<file path="src/rtl/vending_pkg.sv">
// Shared coin codes, coin values and dispenser state encoding for the vending path.
package vending_pkg;

   localparam logic [1:0] COIN_NONE = 2'b00;
   localparam logic [1:0] COIN_1    = 2'b01;
   localparam logic [1:0] COIN_2    = 2'b10;

   localparam int COIN_1_VAL = 1;
   localparam int COIN_2_VAL = 2;

   typedef enum logic [2:0] {
      ST_IDLE  = 3'd0,
      ST_ISSUE = 3'd1,
      ST_PULSE = 3'd2,
      ST_GAP   = 3'd3,
      ST_DONE  = 3'd4
   } disp_state_t;

   function automatic int unsigned stk_full(input int unsigned w);
      return (32'd1 << w) - 32'd1;
   endfunction

endpackage

</file>
<file path="src/rtl/coin_stock.sv">
// Per-denomination stock counter: reset and refill load full, decrement stops at zero.
module coin_stock
   import vending_pkg::*;
#(
   parameter int STK_W = 6
) (
   input  logic             clk,
   input  logic             rst,
   input  logic             refill,
   input  logic             dec,
   output logic [STK_W-1:0] count,
   output logic             empty
);

   localparam logic [STK_W-1:0] FULL = STK_W'(stk_full(STK_W));

   // refill outranks a same-cycle decrement so the stock ends full
   always_ff @(posedge clk or posedge rst) begin
      if (rst)
         count <= FULL;
      else if (refill)
         count <= FULL;
      else if (dec && (count != '0))
         count <= count - 1'b1;
   end

   assign empty = (count == '0);

endmodule

</file>
<file path="src/rtl/coin_dispenser.sv">
// Change-payout engine: turns a refund amount into timed single-cycle coin codes,
// greedy on 2-unit coins, never overpaying, and flags a shortfall when stock runs out.
//
// state | meaning
// IDLE  | req_ready high, waiting for a refund request
// ISSUE | pick next coin (or finish); waits here while hopper_ready is low
// PULSE | chosen coin code driven for exactly one cycle
// GAP   | coin bus forced idle for GAP cycles
// DONE  | done pulse with short flag, then back to IDLE
module coin_dispenser
   import vending_pkg::*;
#(
   parameter int AMT_W = 4,
   parameter int STK_W = 6,
   parameter int GAP   = 1
) (
   input  logic             clk,
   input  logic             rst,
   input  logic             req_valid,
   input  logic [AMT_W-1:0] req_amount,
   output logic             req_ready,
   input  logic             hopper_ready,
   input  logic             refill,
   output logic [1:0]       coin,
   output logic             done,
   output logic             short,
   output logic [STK_W-1:0] stock1,
   output logic [STK_W-1:0] stock2
);

   localparam logic [3:0] GAP_LOAD = (GAP > 0) ? 4'(GAP - 1) : 4'd0;

   disp_state_t      state;
   logic [AMT_W-1:0] remaining;
   logic [3:0]       gap_cnt;
   logic             empty1, empty2;
   logic             want1, want2, dec1, dec2;

   always_comb begin
      want2 = (remaining >= AMT_W'(COIN_2_VAL)) && !empty2;
      want1 = !want2 && !empty1;
      dec2  = (state == ST_ISSUE) && (remaining != '0) && want2 && hopper_ready;
      dec1  = (state == ST_ISSUE) && (remaining != '0) && want1 && hopper_ready;
   end

   always_ff @(posedge clk or posedge rst) begin
      if (rst) begin
         state     <= ST_IDLE;
         remaining <= '0;
         gap_cnt   <= '0;
         coin      <= COIN_NONE;
         done      <= 1'b0;
         short     <= 1'b0;
         req_ready <= 1'b1;
      end else begin
         coin  <= COIN_NONE;
         done  <= 1'b0;
         short <= 1'b0;
         case (state)
            ST_IDLE: begin
               if (req_valid && req_ready) begin
                  remaining <= req_amount;
                  req_ready <= 1'b0;
                  state     <= ST_ISSUE;
               end
            end
            ST_ISSUE: begin
               if (remaining == '0) begin
                  done  <= 1'b1;
                  state <= ST_DONE;
               end else if (want2) begin
                  if (hopper_ready) begin
                     remaining <= remaining - AMT_W'(COIN_2_VAL);
                     coin      <= COIN_2;
                     state     <= ST_PULSE;
                  end
               end else if (want1) begin
                  if (hopper_ready) begin
                     remaining <= remaining - AMT_W'(COIN_1_VAL);
                     coin      <= COIN_1;
                     state     <= ST_PULSE;
                  end
               end else begin
                  // a lone unit left with no 1-unit stock is short, never overpaid
                  done  <= 1'b1;
                  short <= 1'b1;
                  state <= ST_DONE;
               end
            end
            ST_PULSE: begin
               if (GAP > 0) begin
                  gap_cnt <= GAP_LOAD;
                  state   <= ST_GAP;
               end else begin
                  state <= ST_ISSUE;
               end
            end
            ST_GAP: begin
               if (gap_cnt == '0)
                  state <= ST_ISSUE;
               else
                  gap_cnt <= gap_cnt - 1'b1;
            end
            ST_DONE: begin
               req_ready <= 1'b1;
               state     <= ST_IDLE;
            end
            default: begin
               req_ready <= 1'b1;
               state     <= ST_IDLE;
            end
         endcase
      end
   end

   coin_stock #(.STK_W(STK_W)) u_stock1 (
      .clk    (clk),
      .rst    (rst),
      .refill (refill),
      .dec    (dec1),
      .count  (stock1),
      .empty  (empty1)
   );

   coin_stock #(.STK_W(STK_W)) u_stock2 (
      .clk    (clk),
      .rst    (rst),
      .refill (refill),
      .dec    (dec2),
      .count  (stock2),
      .empty  (empty2)
   );

endmodule

</file>
<file path="config.mk">
export PLATFORM = sky130hd
export DESIGN_NAME = coin_dispenser
export DESIGN_NICKNAME = d
export VERILOG_FILES = /design/src/rtl/vending_pkg.sv /design/src/rtl/coin_stock.sv /design/src/rtl/coin_dispenser.sv
export SDC_FILE = /design/constraint.sdc
export NUM_CORES = 1
export LEC_CHECK = 0
export CORE_AREA = 2 2 57 59
export CTS_BUF_LIST = sky130_fd_sc_hd__clkbuf_2
export DETAILED_ROUTE_END_ITERATION = 16
export DIE_AREA = 0 0 59 61
export HOLD_SLACK_MARGIN = 0.15
export PLACE_DENSITY = 0.79
export SLEW_MARGIN = 20
export SYNTH_ARGS = -nofsm -noshare
export SYNTH_HDL_FRONTEND = slang
export SYNTH_SLANG_ARGS = --single-unit
</file>
<file path="constraint.sdc">
create_clock -name clk -period 2.6 [get_ports clk]
set_input_delay 0.39 -clock clk [delete_from_list [all_inputs] [get_ports clk]]
set_output_delay 0.39 -clock clk [all_outputs]
set_load 0.005 [all_outputs]
</file>
; ---- Word-level counts from Yosys, hierarchy flattened
; Index checks and enable logic that the tools add are counted.
[totals]
elab_cells = 90
inputBits = 9
out_inout_bits = 17
regBits = 28
[op_classes]
eq_ne = 10
n_bitwise = 1
reduce_logical = 30
n_addsub = 5
n_lt_le_gt_ge = 1
n_mux = 34
[ops]
columns = operator, count
row1 = $mux 4, 7
row2 = $mux 6, 4
row3 = $mux 3, 6
row4 = $pmux 4 s2, 2
row5 = $logic_not 6->1, 2
row6 = $pmux 3 s4, 1
row7 = $reduce_bool 6->1, 2
row8 = $sub 6x1->6 const B, 2
row9 = $logic_and 1x1->1, 10
row10 = $mux 1, 9
row11 = $ne 3x3->1 const B, 3
row12 = $logic_not 4->1, 2
row13 = $mux 2, 4
row14 = $ne 2x2->1 const B, 4
row15 = $reduce_bool 2->1, 4
row16 = $sub 4x1->4 const B, 2
row17 = $eq 3x2->1 const B, 2
row18 = $reduce_and 2->1, 3
row19 = $reduce_and 6->1, 1
row20 = $ge 4x2->1 const B, 1
row21 = $reduce_bool 4->1, 1
row22 = $sub 4x2->4 const B, 1
row23 = $eq 3x1->1 const B, 1
row24 = $logic_not 1->1, 3
row25 = 4 further kinds, 4

; ---- Logic depth before layout (Yosys ltp)
[depth]
ltp_word = 10
depth_mapped = 10
mapped_depth_nobuf = 8

; ---- Cells and area by module
; Synthesis repeated with hierarchy kept, for this count alone.
[hier_totals]
hier_cells = 182
hier_area_um2 = 1839.3
[modules_own_cells]
columns = module, cells_each, area_each_um2, seq_area_each_um2, n_inst
row1 = coin_dispenser, 100, 991.0, 401.6, 1
row2 = coin_stock, 41, 424.2, 157.7, 2

; ---- Worst setup path before layout
; OpenSTA, ideal clock, no wires.
[synth_timing]
kind = register -> register
from = register remaining[1]
to = register u_stock1.count[4]
required_ns = 2.528
n_path_buf = 2
path_stages_with_launch = 11
t_arrival_ns = 1.857
synth_period_minus_slack_ns = 1.929
slack_ns = 0.671
setup_ns = 0.072
cell_sequence = dfrtp_1 > inv_1 > ha_1 > or3b_1 > clkbuf_2 > and3_1 > buf_6 > nand3_4 > inv_2 > and4_1 > o21ai_1
[synth_via]
elab_chain_len = 8
elab_cells_between_ends = 10
cone_classes = order compare: 1 / reduce/logical: 9
[synth_lines]
columns = item, line_no
row1 = from (decl), coin_dispenser.sv:34  ; logic [AMT_W-1:0] remaining;
row2 = from (signal assigned), coin_dispenser.sv:62  ; remaining <= req_amount;
row3 = from (signal assigned), coin_dispenser.sv:73  ; remaining <= remaining - AMT_W'(COIN_2_VAL);
row4 = from (signal assigned), coin_dispenser.sv:79  ; remaining <= remaining - AMT_W'(COIN_1_VAL);
row5 = $ge 4x2->1, coin_dispenser.sv:40  ; want2 = (remaining >= AMT_W'(COIN_2_VAL)) && !empty2;
row6 = $logic_and 1x1->1, coin_dispenser.sv:40
row7 = $logic_not 1->1, coin_dispenser.sv:41  ; want1 = !want2 && !empty1;
row8 = $logic_and 1x1->1, coin_dispenser.sv:41
row9 = $logic_and 1x1->1 (*) (2 in series), coin_dispenser.sv:43  ; dec1 = (state == ST_ISSUE) && (remaining != '0) && want1 && hopper_ready;
row10 = $logic_and 1x1->1 (*), coin_stock.sv:23  ; else if (dec && (count != '0))
row11 = $reduce_bool 2->1 (no line) (*), n/a
row12 = to (signal assigned), coin_stock.sv:24  ; count <= count - 1'b1;
row13 = to (decl), coin_stock.sv:11  ; output logic [STK_W-1:0] count,
; Mark *: on every way between the ends. The rest lies on a longest branch, timed or not.
; A chain may end at the register's enable or synchronous reset.

; ---- Final worst setup path
[layout_timing]
from = register remaining[1]
to = register u_stock1.count[3]
; Same word-level chain as after synthesis.

==> metrics.txt <==
via-per-instance ratio=5.79; CP Cell Sequence=inv_1, ha_1, or3b_1, and3_1, nand3_4, or4b_1, nand3_1; Synth top area share=between 20% and 30%; Syn Inst Count=165; mapped cell area=0.00157 sq mm; # nets final=between 200 and 250; slowest cell delay on critical path=0.50 ns; clock power share=12.4%; CTS HTree Levels=1; skew final=slightly above 0.03 ns; DR vias=1308; synth warn=0; register area share after synthesis=45.6%; CP arrival=between 2 and 3 ns; ANT nets after route=0; synth top area cells=dfrtp_1, dfstp_2, ha_1; worst vdd ir=0.356 mV; Multi-input gate area=771 sq um; Synth-to-Final Area Change=19.7%; min-delay worst type=input port to async pin; Seq pwr share=between 40% and 50%; RSZ-0062 raised after global routing=no; die area=between 0.003 and 0.004 sq mm; prevailing post-synth register cell=dfrtp_1; Initial Util=53.2%; Int Power=816 uW; # resized after CTS=0; Max-slew headroom=46.8%; gr usage total=20.3%; final max-slew violation count=0; # hold bufs at CTS=0; CTS tree=done; DRC=0; Reg clk slew, reported paths=0.27 ns; Post-CTS Setup Bufs=0; crit path max fanout=7; combinational share of power=41.2%; final WL=3350 um; final worst path period need=2.26 ns; initial antenna violation count=0; layout cells sized above 1=14.5%; first-pass GRT wire length=5550 um; FFs w/ async S/R, synth=100%; number of synthesized flops with an enable pin=0; Port-buffer cells=25; grt ovf=0; CTS Buffer Depth=2; Post-synth top cells=nand2_1, dfrtp_1, inv_1, nor2_1, dfstp_2; Sw Pwr=528 uW; total negative slack=0 ns; 1st-pass router iterations=4; count leader, synth=nand2_1; number of diodes=0; Seq. cell area=717 sq um; synthesized flop and latch total=28; Final GP Congestion=0.807; Final Hold Violating Endpoints=0; dominant cell type by area after synthesis=dfrtp_1; Critical Path RT=~2.9 ns; clock sinks=28; outcome=finished, final reports clean; critical path capture point type=register; DR iter-0 viols=53; WL/cell=14.8 um; Die Y-Extent=61 um; fmax=442 MHz; CP Launch Type=register; Syn Area/Cell=9.52 sq um; Sw Share=between 30% and 40%; pwr/cell area=714 mW/mm^2; Tcrit/Tclk final=a little under 90%; largest net degree at the start of global routing=22; post-layout power=between 1 and 1.5 mW; HPWL after DPL=2500 um; Core ar.=0.00295 sq mm; Root Driver=clkbuf_2; actual slew at the worst max-slew pin=0.797 ns; Distinct cells, synth=40; max-cap viol count=0; Die Width=59 um; # rows=20; # fillers=257; Setup CP Type=register to register; Num CTS Buffers=3; Lkg Pwr=0.846 nW; final setup vio count=0; slowest stage cell, crit path=or4b_1; Clk Latency, worst-skew pair=0.37 ns; Synth Net Count=roughly 180; vias in the first global route=1280; IO Pins=26
[metrics by stage]
stage / worst slack, ns / util, % / cells / hold WS [ns] / cell area (sq um)
3_5_place_dp: 0.439 / 63.1 / 222 / 0.519 / 1860
3_3_place_gp: 0.491 / 63.1 / 222 / 0.506 / 1860
4_1_cts: 0.374 / 63.7 / 226 / 0.453 / 1880
5_1_grt: 0.203 / 63.7 / 226 / 0.487 / 1880
2_1_floorplan: 0.671 / - / 165 / 0.446 / 1570
6_report: 0.339 / 63.7 / 226 / 0.418 / 1880
[worst paths after layout]
kind                       cells after the start  slack [ns]    startpoint                end
setup reg to reg                               7        0.34  remaining[1]  u_stock1.count[3]
min in group clk                               1        0.55     req_ready          req_ready
max in group asynchronous                      3        1.46           rst  u_stock1.count[2]
hold / removal                                 2        0.42           rst         gap_cnt[1]
hold reg to reg                                1        0.55     req_ready          req_ready
setup / recovery                               7        0.34  remaining[1]  u_stock1.count[3]
[power by group through the flow]
stage | sequential (mW) | clock, mW | combinational [mW]
final | 0.623 | 0.167 | 0.554
after global routing | 0.633 | 0.187 | 0.621
after CTS | 0.620 | 0.168 | 0.557
after detailed placement | 0.623 | 0 | 0.550
after global placement | 0.618 | 0 | 0.520
after floorplan | 0.607 | 0 | 0.400
[cells in the final DEF, fill, tap and decap left out, drive strengths merged, types with 2 or more instances in the layout]
| cell type | Yosys | final |
|---|---|---|
| clkdlybuf4s50 | 0 | 25 |
| nand2 | 20 | 20 |
| inv | 16 | 16 |
| nor2 | 15 | 15 |
| dfrtp | 15 | 15 |
| dfstp | 13 | 13 |
| a21oi | 10 | 10 |
| ha | 10 | 10 |
| nand3 | 8 | 8 |
| xor2 | 6 | 6 |
| o21ai | 5 | 5 |
| nor3 | 4 | 4 |
| a31oi | 4 | 4 |
| clkbuf | 3 | 4 |
| and3 | 3 | 3 |
| xnor2 | 3 | 3 |
| o211ai | 3 | 3 |
| nand4 | 3 | 3 |
| buf | 1 | 3 |
| or3b | 3 | 3 |
| nor4 | 2 | 2 |
| a31o | 2 | 2 |
| or3 | 2 | 2 |
| a221oi | 2 | 2 |
| nor3b | 2 | 2 |
[registers in the layout, indices dropped and copies added, names as in the netlist]
signal / flops
u_stock1.count: 6
u_stock2.count: 6
gap_cnt: 4
remaining: 4
state: 3
coin: 2
done: 1
req_ready: 1
short: 1
[cells by family after synthesis]
family                     after synthesis  share of synthesized area, %
xor gates and xnor gates                 9                          5.02
and+or+nand+nor                         66                          22.5
buffers and inverters                   20                          5.33
DFF                                     28                          45.6
AOI/OAI and AO/OA                       31                          13.0
muxes                                    1                         0.637
adders and majority gates               10                          7.96
[final cells by class]
class	count	area share (%)
multi-input combinational	117	41.0
sequential	28	38.1
timing repair buffer	28	14.5
inverter	16	3.19
tap	33	2.19
clock buffer	4	1.06
[metal layers]
metal  vias to the layer above  GRT usage (%)  share of wire (%)  wire length (um)
li1                        635              -                  -                 -
met1                       638           25.5                 44              1470
met2                        29           36.2                 52              1750
met3                         6           2.77                2.5                85
met4                         0           6.49                1.4                48
met5                         -              0                  0                 0
[critical path: cells and delay by family, from the launching register on]
kind	cells	cell delay, ns
buf+inv	1	0.13
fa+ha+maj	1	0.20
flops	1	0.49
simple gates	5	1.38
Power figures use the tool's default switching activity.
